$ cat src/rtl/adder_pkg.sv
// Shared types and default widths for the chunked serial adder.
package adder_pkg;

    typedef enum logic [1:0] {
        IDLE = 2'd0,
        ADD  = 2'd1,
        DONE = 2'd2
    } state_e;

    localparam int unsigned DefNumBits   = 32;
    localparam int unsigned DefChunkBits = 8;

endpackage

$ cat src/rtl/chunk_adder.sv
// Combinational ripple adder for one chunk; also exposes the carry into its MSB
// so the caller can derive signed overflow on the final chunk.
module chunk_adder #(
    parameter int unsigned WIDTH = 8
) (
    input  logic [WIDTH-1:0] a_i,
    input  logic [WIDTH-1:0] b_i,
    input  logic             carry_i,
    output logic [WIDTH-1:0] sum_o,
    output logic             carry_msb_o,
    output logic             carry_o
);

    always_comb begin
        logic c;
        c           = carry_i;
        sum_o       = '0;
        carry_msb_o = carry_i;
        for (int i = 0; i < int'(WIDTH); i++) begin
            // Last value written is the carry entering bit WIDTH-1.
            carry_msb_o = c;
            sum_o[i]    = a_i[i] ^ b_i[i] ^ c;
            c           = (a_i[i] & b_i[i]) | (c & (a_i[i] ^ b_i[i]));
        end
        carry_o = c;
    end

endmodule

$ cat src/rtl/serial_adder_nbit.sv
// Multi-cycle adder: NUM_BITS operands summed CHUNK_BITS per cycle, LSB chunk first.
// Define ADDER_ASSERT_EN to enable input X-checks and the width divisibility check.
module serial_adder_nbit
    import adder_pkg::*;
#(
    parameter int unsigned NUM_BITS   = DefNumBits,
    parameter int unsigned CHUNK_BITS = DefChunkBits
) (
    input  logic                clk,
    input  logic                rst,
    input  logic                start,
    input  logic [NUM_BITS-1:0] a,
    input  logic [NUM_BITS-1:0] b,
    input  logic                carry_in,
    output logic                busy,
    output logic                done,
    output logic [NUM_BITS-1:0] sum,
    output logic                carry_out,
    output logic                overflow
);

    localparam int unsigned NumChunks = NUM_BITS / CHUNK_BITS;
    localparam int unsigned IdxW      = (NumChunks > 1) ? $clog2(NumChunks) : 1;
    localparam logic [IdxW-1:0] LastIdx = IdxW'(NumChunks - 1);

    state_e              state_q, state_d;
    logic [IdxW-1:0]     idx_q, idx_d;
    logic [NUM_BITS-1:0] a_q, a_d;
    logic [NUM_BITS-1:0] b_q, b_d;
    logic                carry_q, carry_d;
    logic [NUM_BITS-1:0] sum_q, sum_d;
    logic                carry_out_q, carry_out_d;
    logic                overflow_q, overflow_d;

    logic [CHUNK_BITS-1:0] chunk_a, chunk_b, chunk_sum;
    logic                  chunk_carry_msb, chunk_carry;

    assign chunk_a = a_q[idx_q*CHUNK_BITS +: CHUNK_BITS];
    assign chunk_b = b_q[idx_q*CHUNK_BITS +: CHUNK_BITS];

    chunk_adder #(
        .WIDTH (CHUNK_BITS)
    ) u_chunk_adder (
        .a_i         (chunk_a),
        .b_i         (chunk_b),
        .carry_i     (carry_q),
        .sum_o       (chunk_sum),
        .carry_msb_o (chunk_carry_msb),
        .carry_o     (chunk_carry)
    );

    always_comb begin
        state_d     = state_q;
        idx_d       = idx_q;
        a_d         = a_q;
        b_d         = b_q;
        carry_d     = carry_q;
        sum_d       = sum_q;
        carry_out_d = carry_out_q;
        overflow_d  = overflow_q;
        unique case (state_q)
            IDLE: begin
                if (start) begin
                    a_d     = a;
                    b_d     = b;
                    carry_d = carry_in;
                    idx_d   = '0;
                    state_d = ADD;
                end
            end
            ADD: begin
                sum_d[idx_q*CHUNK_BITS +: CHUNK_BITS] = chunk_sum;
                carry_d = chunk_carry;
                idx_d   = idx_q + 1'b1;
                if (idx_q == LastIdx) begin
                    carry_out_d = chunk_carry;
                    overflow_d  = chunk_carry_msb ^ chunk_carry;
                    idx_d       = '0;
                    state_d     = DONE;
                end
            end
            DONE: begin
                state_d = IDLE;
            end
            default: begin
                state_d = IDLE;
            end
        endcase
    end

    always_ff @(posedge clk) begin
        if (rst) begin
            state_q     <= IDLE;
            idx_q       <= '0;
            a_q         <= '0;
            b_q         <= '0;
            carry_q     <= 1'b0;
            sum_q       <= '0;
            carry_out_q <= 1'b0;
            overflow_q  <= 1'b0;
        end else begin
            state_q     <= state_d;
            idx_q       <= idx_d;
            a_q         <= a_d;
            b_q         <= b_d;
            carry_q     <= carry_d;
            sum_q       <= sum_d;
            carry_out_q <= carry_out_d;
            overflow_q  <= overflow_d;
        end
    end

    always_comb begin
        busy      = (state_q == ADD);
        done      = (state_q == DONE);
        sum       = sum_q;
        carry_out = carry_out_q;
        overflow  = overflow_q;
    end

`ifdef ADDER_ASSERT_EN
    if (NUM_BITS % CHUNK_BITS != 0) begin : g_width_check
        $fatal(1, "serial_adder_nbit: NUM_BITS must be a multiple of CHUNK_BITS");
    end

    always_ff @(posedge clk) begin
        if (!rst && state_q == IDLE && start) begin
            if ($isunknown(a)) $error("serial_adder_nbit: operand a has X/Z bits at start");
            if ($isunknown(b)) $error("serial_adder_nbit: operand b has X/Z bits at start");
            if ($isunknown(carry_in)) $error("serial_adder_nbit: carry_in is X/Z at start");
        end
    end
`endif

endmodule
$ cat config.mk
export PLATFORM = sky130hd
export DESIGN_NAME = serial_adder_nbit
export DESIGN_NICKNAME = d
export VERILOG_FILES = /design/src/rtl/adder_pkg.sv /design/src/rtl/chunk_adder.sv /design/src/rtl/serial_adder_nbit.sv
export SDC_FILE = /design/constraint.sdc
export NUM_CORES = 1
export LEC_CHECK = 0
export CELL_PAD_IN_SITES_DETAIL_PLACEMENT = 1
export CELL_PAD_IN_SITES_GLOBAL_PLACEMENT = 2
export CORE_MARGIN = 1.5
export CORE_UTILIZATION = 32
export DETAILED_ROUTE_END_ITERATION = 12
export MAX_ROUTING_LAYER = met4
export PLACE_DENSITY = 0.87
export SKIP_LAST_GASP = 1
export SLEW_MARGIN = 10
export SYNTH_ARGS = -nofsm -noshare
export SYNTH_HDL_FRONTEND = slang
export SYNTH_SLANG_ARGS = --single-unit
$ cat constraint.sdc
create_clock -name clk -period 11.13 [get_ports clk]
set_input_delay 3.339 -clock clk [delete_from_list [all_inputs] [get_ports clk]]
set_output_delay 3.339 -clock clk [all_outputs]
set_load 0.1 [all_outputs]
-- After elaboration in Yosys (flattened, before gate mapping)
Cells that the tools add are included.
Widths: inputs -> output; s select.
- add/sub/neg operators: 2
- multipliers: 0
- divide/modulo/power cells: 0
- $lt $le $gt $ge: 0
- equal/unequal tests: 5
- shift operators: 4
- multiplexer cells: 9
- bitwise operators: 41
- reduce and logical (&&, ||, !) cells: 6
- operators with widths (operator ; count):
    $shiftx 32x6->8 ; 2
    $neg 5->34 ; 1
    $shift 8x34->32 const A ; 1
    $shiftx 8x34->32 ; 1
    $bwmux 32 ; 1
    $xor 1x1->1 ; 17
    $and 1x1->1 ; 16
    $mux 2 ; 4
    $or 1x1->1 ; 8
    $pmux 2 s2 ; 2
    $reduce_and 2->1 ; 4
    $eq 2x2->1 const B ; 2
    $add 2x1->2 const B ; 1
    $eq 2x1->1 const B ; 1
    $logic_not 2->1 ; 1
    $ne 2x1->1 const B ; 1
    $ne 2x2->1 const B ; 1
    $pmux 1 s2 ; 1
    $reduce_bool 2->1 ; 1
    $mux 1 ; 1
- register bits after elaboration: 103
- bits in latches: 0
- RAM bits: 0
- bits in read-only memories: 0
- input bits: 68
- output and inout bits: 36
- logic and storage cells: 75
- memories: 0

-- Longest topological paths before layout
- word-level depth: 19
- gate-level depth with buffers: 18
- mapped depth without buffers: 16

-- Hierarchy
A second synthesis with hierarchy kept.
- cell total of the unflattened synthesis: 500
- area, all modules: 4473.0 um^2
- modules (own cells, without submodules) (module ; times used ; cells an instance ; area an instance (um^2) ; sequential area each (um^2)):
    serial_adder_nbit ; 1 ; 482 ; 4275.4 ; 2062.0
    chunk_adder ; 1 ; 18 ; 197.7 ; 0.0

-- Worst setup path before layout
Ideal clock, no wire load.
- path kind: register to output
- start: register state_q[1]
- end: output done
- arrival: 1.845 ns
- data required time: 7.791 ns
- setup slack: 5.946 ns
- cell stages (with the launch flop): 3
- path buffers: 1
- cells stage by stage: dfxtp_1 buf_6 nor2b_1
- word-level cells in the longest chain between the ends: 1
- RTL lines (element ; RTL line ; RTL):
    from (decl) ; serial_adder_nbit.sv:26 ; state_e state_q, state_d;
    from (signal assigned) ; serial_adder_nbit.sv:102 ; state_q <= state_d;
    $eq 2x2->1 ; serial_adder_nbit.sv:115 ; done = (state_q == DONE);
    to (decl) ; serial_adder_nbit.sv:16 ; output logic done,
Every way passes these cells.

-- Final worst setup path
- start: register state_q[0]
- end: output busy
- word-level cells in the longest chain between the ends: 1
- RTL lines (element ; RTL line ; RTL):
    $eq 2x1->1 ; serial_adder_nbit.sv:114 ; busy = (state_q == ADD);
    to (decl) ; serial_adder_nbit.sv:15 ; output logic busy,
Every way passes these cells.

==> impl_metrics.tcl <==
set metrics [dict create \
    r2r_cells 16 \
    end_kind "output port" \
    post_cts_buffers 0 \
    grt.total_usage_pct 18.0 \
    synth_common_cells "nand2_1 (146), dfxtp_1 (103), a21oi_1 (84)" \
    cp.arrival_ps 2490 \
    die-area_mm2 0.0148 \
    finalHoldViolCount 0 \
    drive_gt1_share_pct 7.12 \
    yosysTopAreaCell "dfxtp_1" \
    maxSlewHeadroom_pct 26.1 \
    cp-start-kind "flop" \
    clk-insertion-delay-late_ps 350 \
    htree_levels 3 \
    hold-path-cell-count 2 \
    gr-total-overflow 0 \
    synth_top_area_share_pct 45.8 \
    final_core_util_pct 42.4 \
    cts_resized 0 \
    power_density_mw_per_mm2 145 \
    cts_buffers 9 \
    drt-initial-drc-count 239 \
    dominantRegCellSynth "dfxtp_1" \
    synth_nets 589 \
    n_antenna_cell 0 \
    ys_warn_count 0 \
    clock-sinks 103 \
    syn_area_mm2 0.00450 \
    cap_violations 0 \
    setup_viol 0 \
    wl_per_cell_um 16.2 \
    drc 0 \
    synth_edf_count 0 \
    ant_nets 0 \
    grt_max_degree 112 \
    synth.most_common_cell "nand2_1" \
    clockRootBuffer "clkbuf_16" \
    antenna_found_initial 0 \
    dieWidth_um 122 \
    row_count 43 \
    drt-vias-per-instance 4.86 \
    leakage_nw 2.06 \
    setup_tns_ps 0 \
    hold_end "sum[13]" \
    initial_core_util_pct 32.6 \
    grt_pass1_wl_um 19700 \
    max_freq_ghz 0.172 \
    clkSlewWorstSetupHoldPaths_ps 70 \
    num_io_pins 104 \
    hp-class "reg2reg" \
    coreArea_mm2 0.0138 \
    synthArstFlopShare_pct 0 \
    reg2reg_from "idx_q[0]" \
    wl_met1_um 5880 \
    ys_ff_latch 103 \
    r2r-end "sum[31]" \
    cts_tree "yes" \
    ys_types 33 \
    drt_pass1_iterations 5 \
    critPathKind "reg2out" \
    vias 3744 \
    grt_setup_unrepaired "false" \
    fin_worst_skew_ps 9.80 \
    hpwl_um 8700 \
    area.growth.synth_to_final_pct 30.3 \
    cp_max_fo 15 \
    hold_buffers 0 \
    syn_area_per_cell_um2 8.88 \
    top_layer "met4" \
    status "completed" \
    hp-start "sum[13]" \
    io_buffer_count 103 \
    synthCells 507 \
    synth_area_leaders "dfxtp_1 (46%), nand2_1 (12%), a21oi_1 (9.3%)" \
    routed-wl-met3_um 432 \
    ir_drop_v 0.0000774 \
    cts_buffer_depth 2 \
    drv_slew 0 \
    gp_congestion 0.796 \
    dieHeight_um 122 \
    timing.final.crit_share_pct 52.4 \
    nets 667 \
    worst_pin_slew_ps 1110 \
    grt_pass1_vias 3820 \
    postRouteWirelength_um 12500 \
    worst-endpoint-required_ps 7790 \
    wl_met2_um 6030 \
    reg2reg_slack_ps 5870 \
    layout_min_cycle_time_ps 5830 \
    ys_seq_area_share_pct 45.8 \
]
-- state kept, by name, summed over array words and instances, names as in the netlist --
signal	count
a_q	32
b_q	32
carry_out	1
carry_q	1
idx_q	2
overflow	1
state_q	2
sum	32
-- cell families (layout without fill, tap and decap cells) --
group | after synthesis | count (layout) | synth area share [%]
and+or+nand+nor | 202 | 202 | 20.0
xor gates and xnor gates | 1 | 1 | 0.195
buffers and inverters | 67 | 150 | 7.53
adders and majority gates | 14 | 14 | 5.23
DFF | 103 | 103 | 45.8
muxes | 17 | 17 | 8.23
AOI/OAI and AO/OA | 103 | 103 | 13.0
-- how the worst max path moves through the flow --
stage,start,end,slack [ps],depth (start not counted)
2_1_floorplan,state_q[1],done,5950,2
3_3_place_gp,state_q[0],busy,5760,2
3_5_place_dp,state_q[0],busy,5680,2
4_1_cts,state_q[0],busy,5290,2
5_1_grt,state_q[0],busy,5200,2
6_report,state_q[0],busy,5300,2
-- report_power, final --
| group | total, mW | switching (mW) | internal [mW] | leakage, nW |
|---|---|---|---|---|
| logic | 0.129 | 0.0756 | 0.0533 | 1.08 |
| registers | 0.396 | 0.0112 | 0.385 | 0.841 |
| clock network | 0.328 | 0.151 | 0.177 | 0.136 |
| total | 0.853 | 0.238 | 0.615 | 2.06 |
-- cell usage in the layout (no fill, tap or decap) --
master	instances
nand2_1	146
dfxtp_1	103
clkdlybuf4s50_1	102
a21oi_1	84
inv_1	27
mux4_2	16
nand4_1	16
nor2_1	12
nand2b_1	9
a32oi_1	9
clkbuf_16	9
o32ai_1	8
fa_1	8
ha_1	6
buf_4	5
nor2b_1	4
nand3b_1	4
clkinvlp_4	4
and2b_1	1
and3b_1	1
nor2_4	1
nand4_2	1
and2_1	1
nor3b_4	1
o21bai_1	1
or3b_2	1
or3_1	1
or3b_1	1
a211oi_1	1
nor4bb_2	1
mux2i_1	1
xnor2_1	1
nand3_1	1
inv_8	1
bufinv_16	1
inv_6	1
-- per-layer routing --
layer | vias to the layer above | GRT usage [%]
met5 | - | -
li1 | 1860 | -
met2 | 78 | 28.9
met3 | 13 | 3.70
met1 | 1793 | 23.1
met4 | 0 | 4.85
-- layout make-up --
| cell class | count | area [µm²] |
|---|---|---|
| fillers | 1599 | 7960 |
| multi-input cells | 337 | 2110 |
| flip-flops and latches | 103 | 2060 |
| repair buffers | 107 | 1060 |
| clock buffers | 9 | 225 |
| well taps | 180 | 225 |
| inverters | 27 | 101 |
| clock inverters | 7 | 80.1 |
-- critical path, cell delays in order (launching register included) --
cell             delay, ps
dfxtp_1                650
and2b_1                310
clkdlybuf4s50_1       1180
-- through the flow --
step	worst slack, ps	hold WS [ps]	area [µm²]	power, mW	instances
floorplan	5950	433	4500	0.484	507
detailed placement	5680	447	5550	0.535	754
global placement	5760	439	5550	0.531	754
CTS	5290	457	5860	0.861	770
finish	5300	454	5870	0.853	770
global route	5200	478	5870	0.887	770
Power figures use the tool's default switching activity.
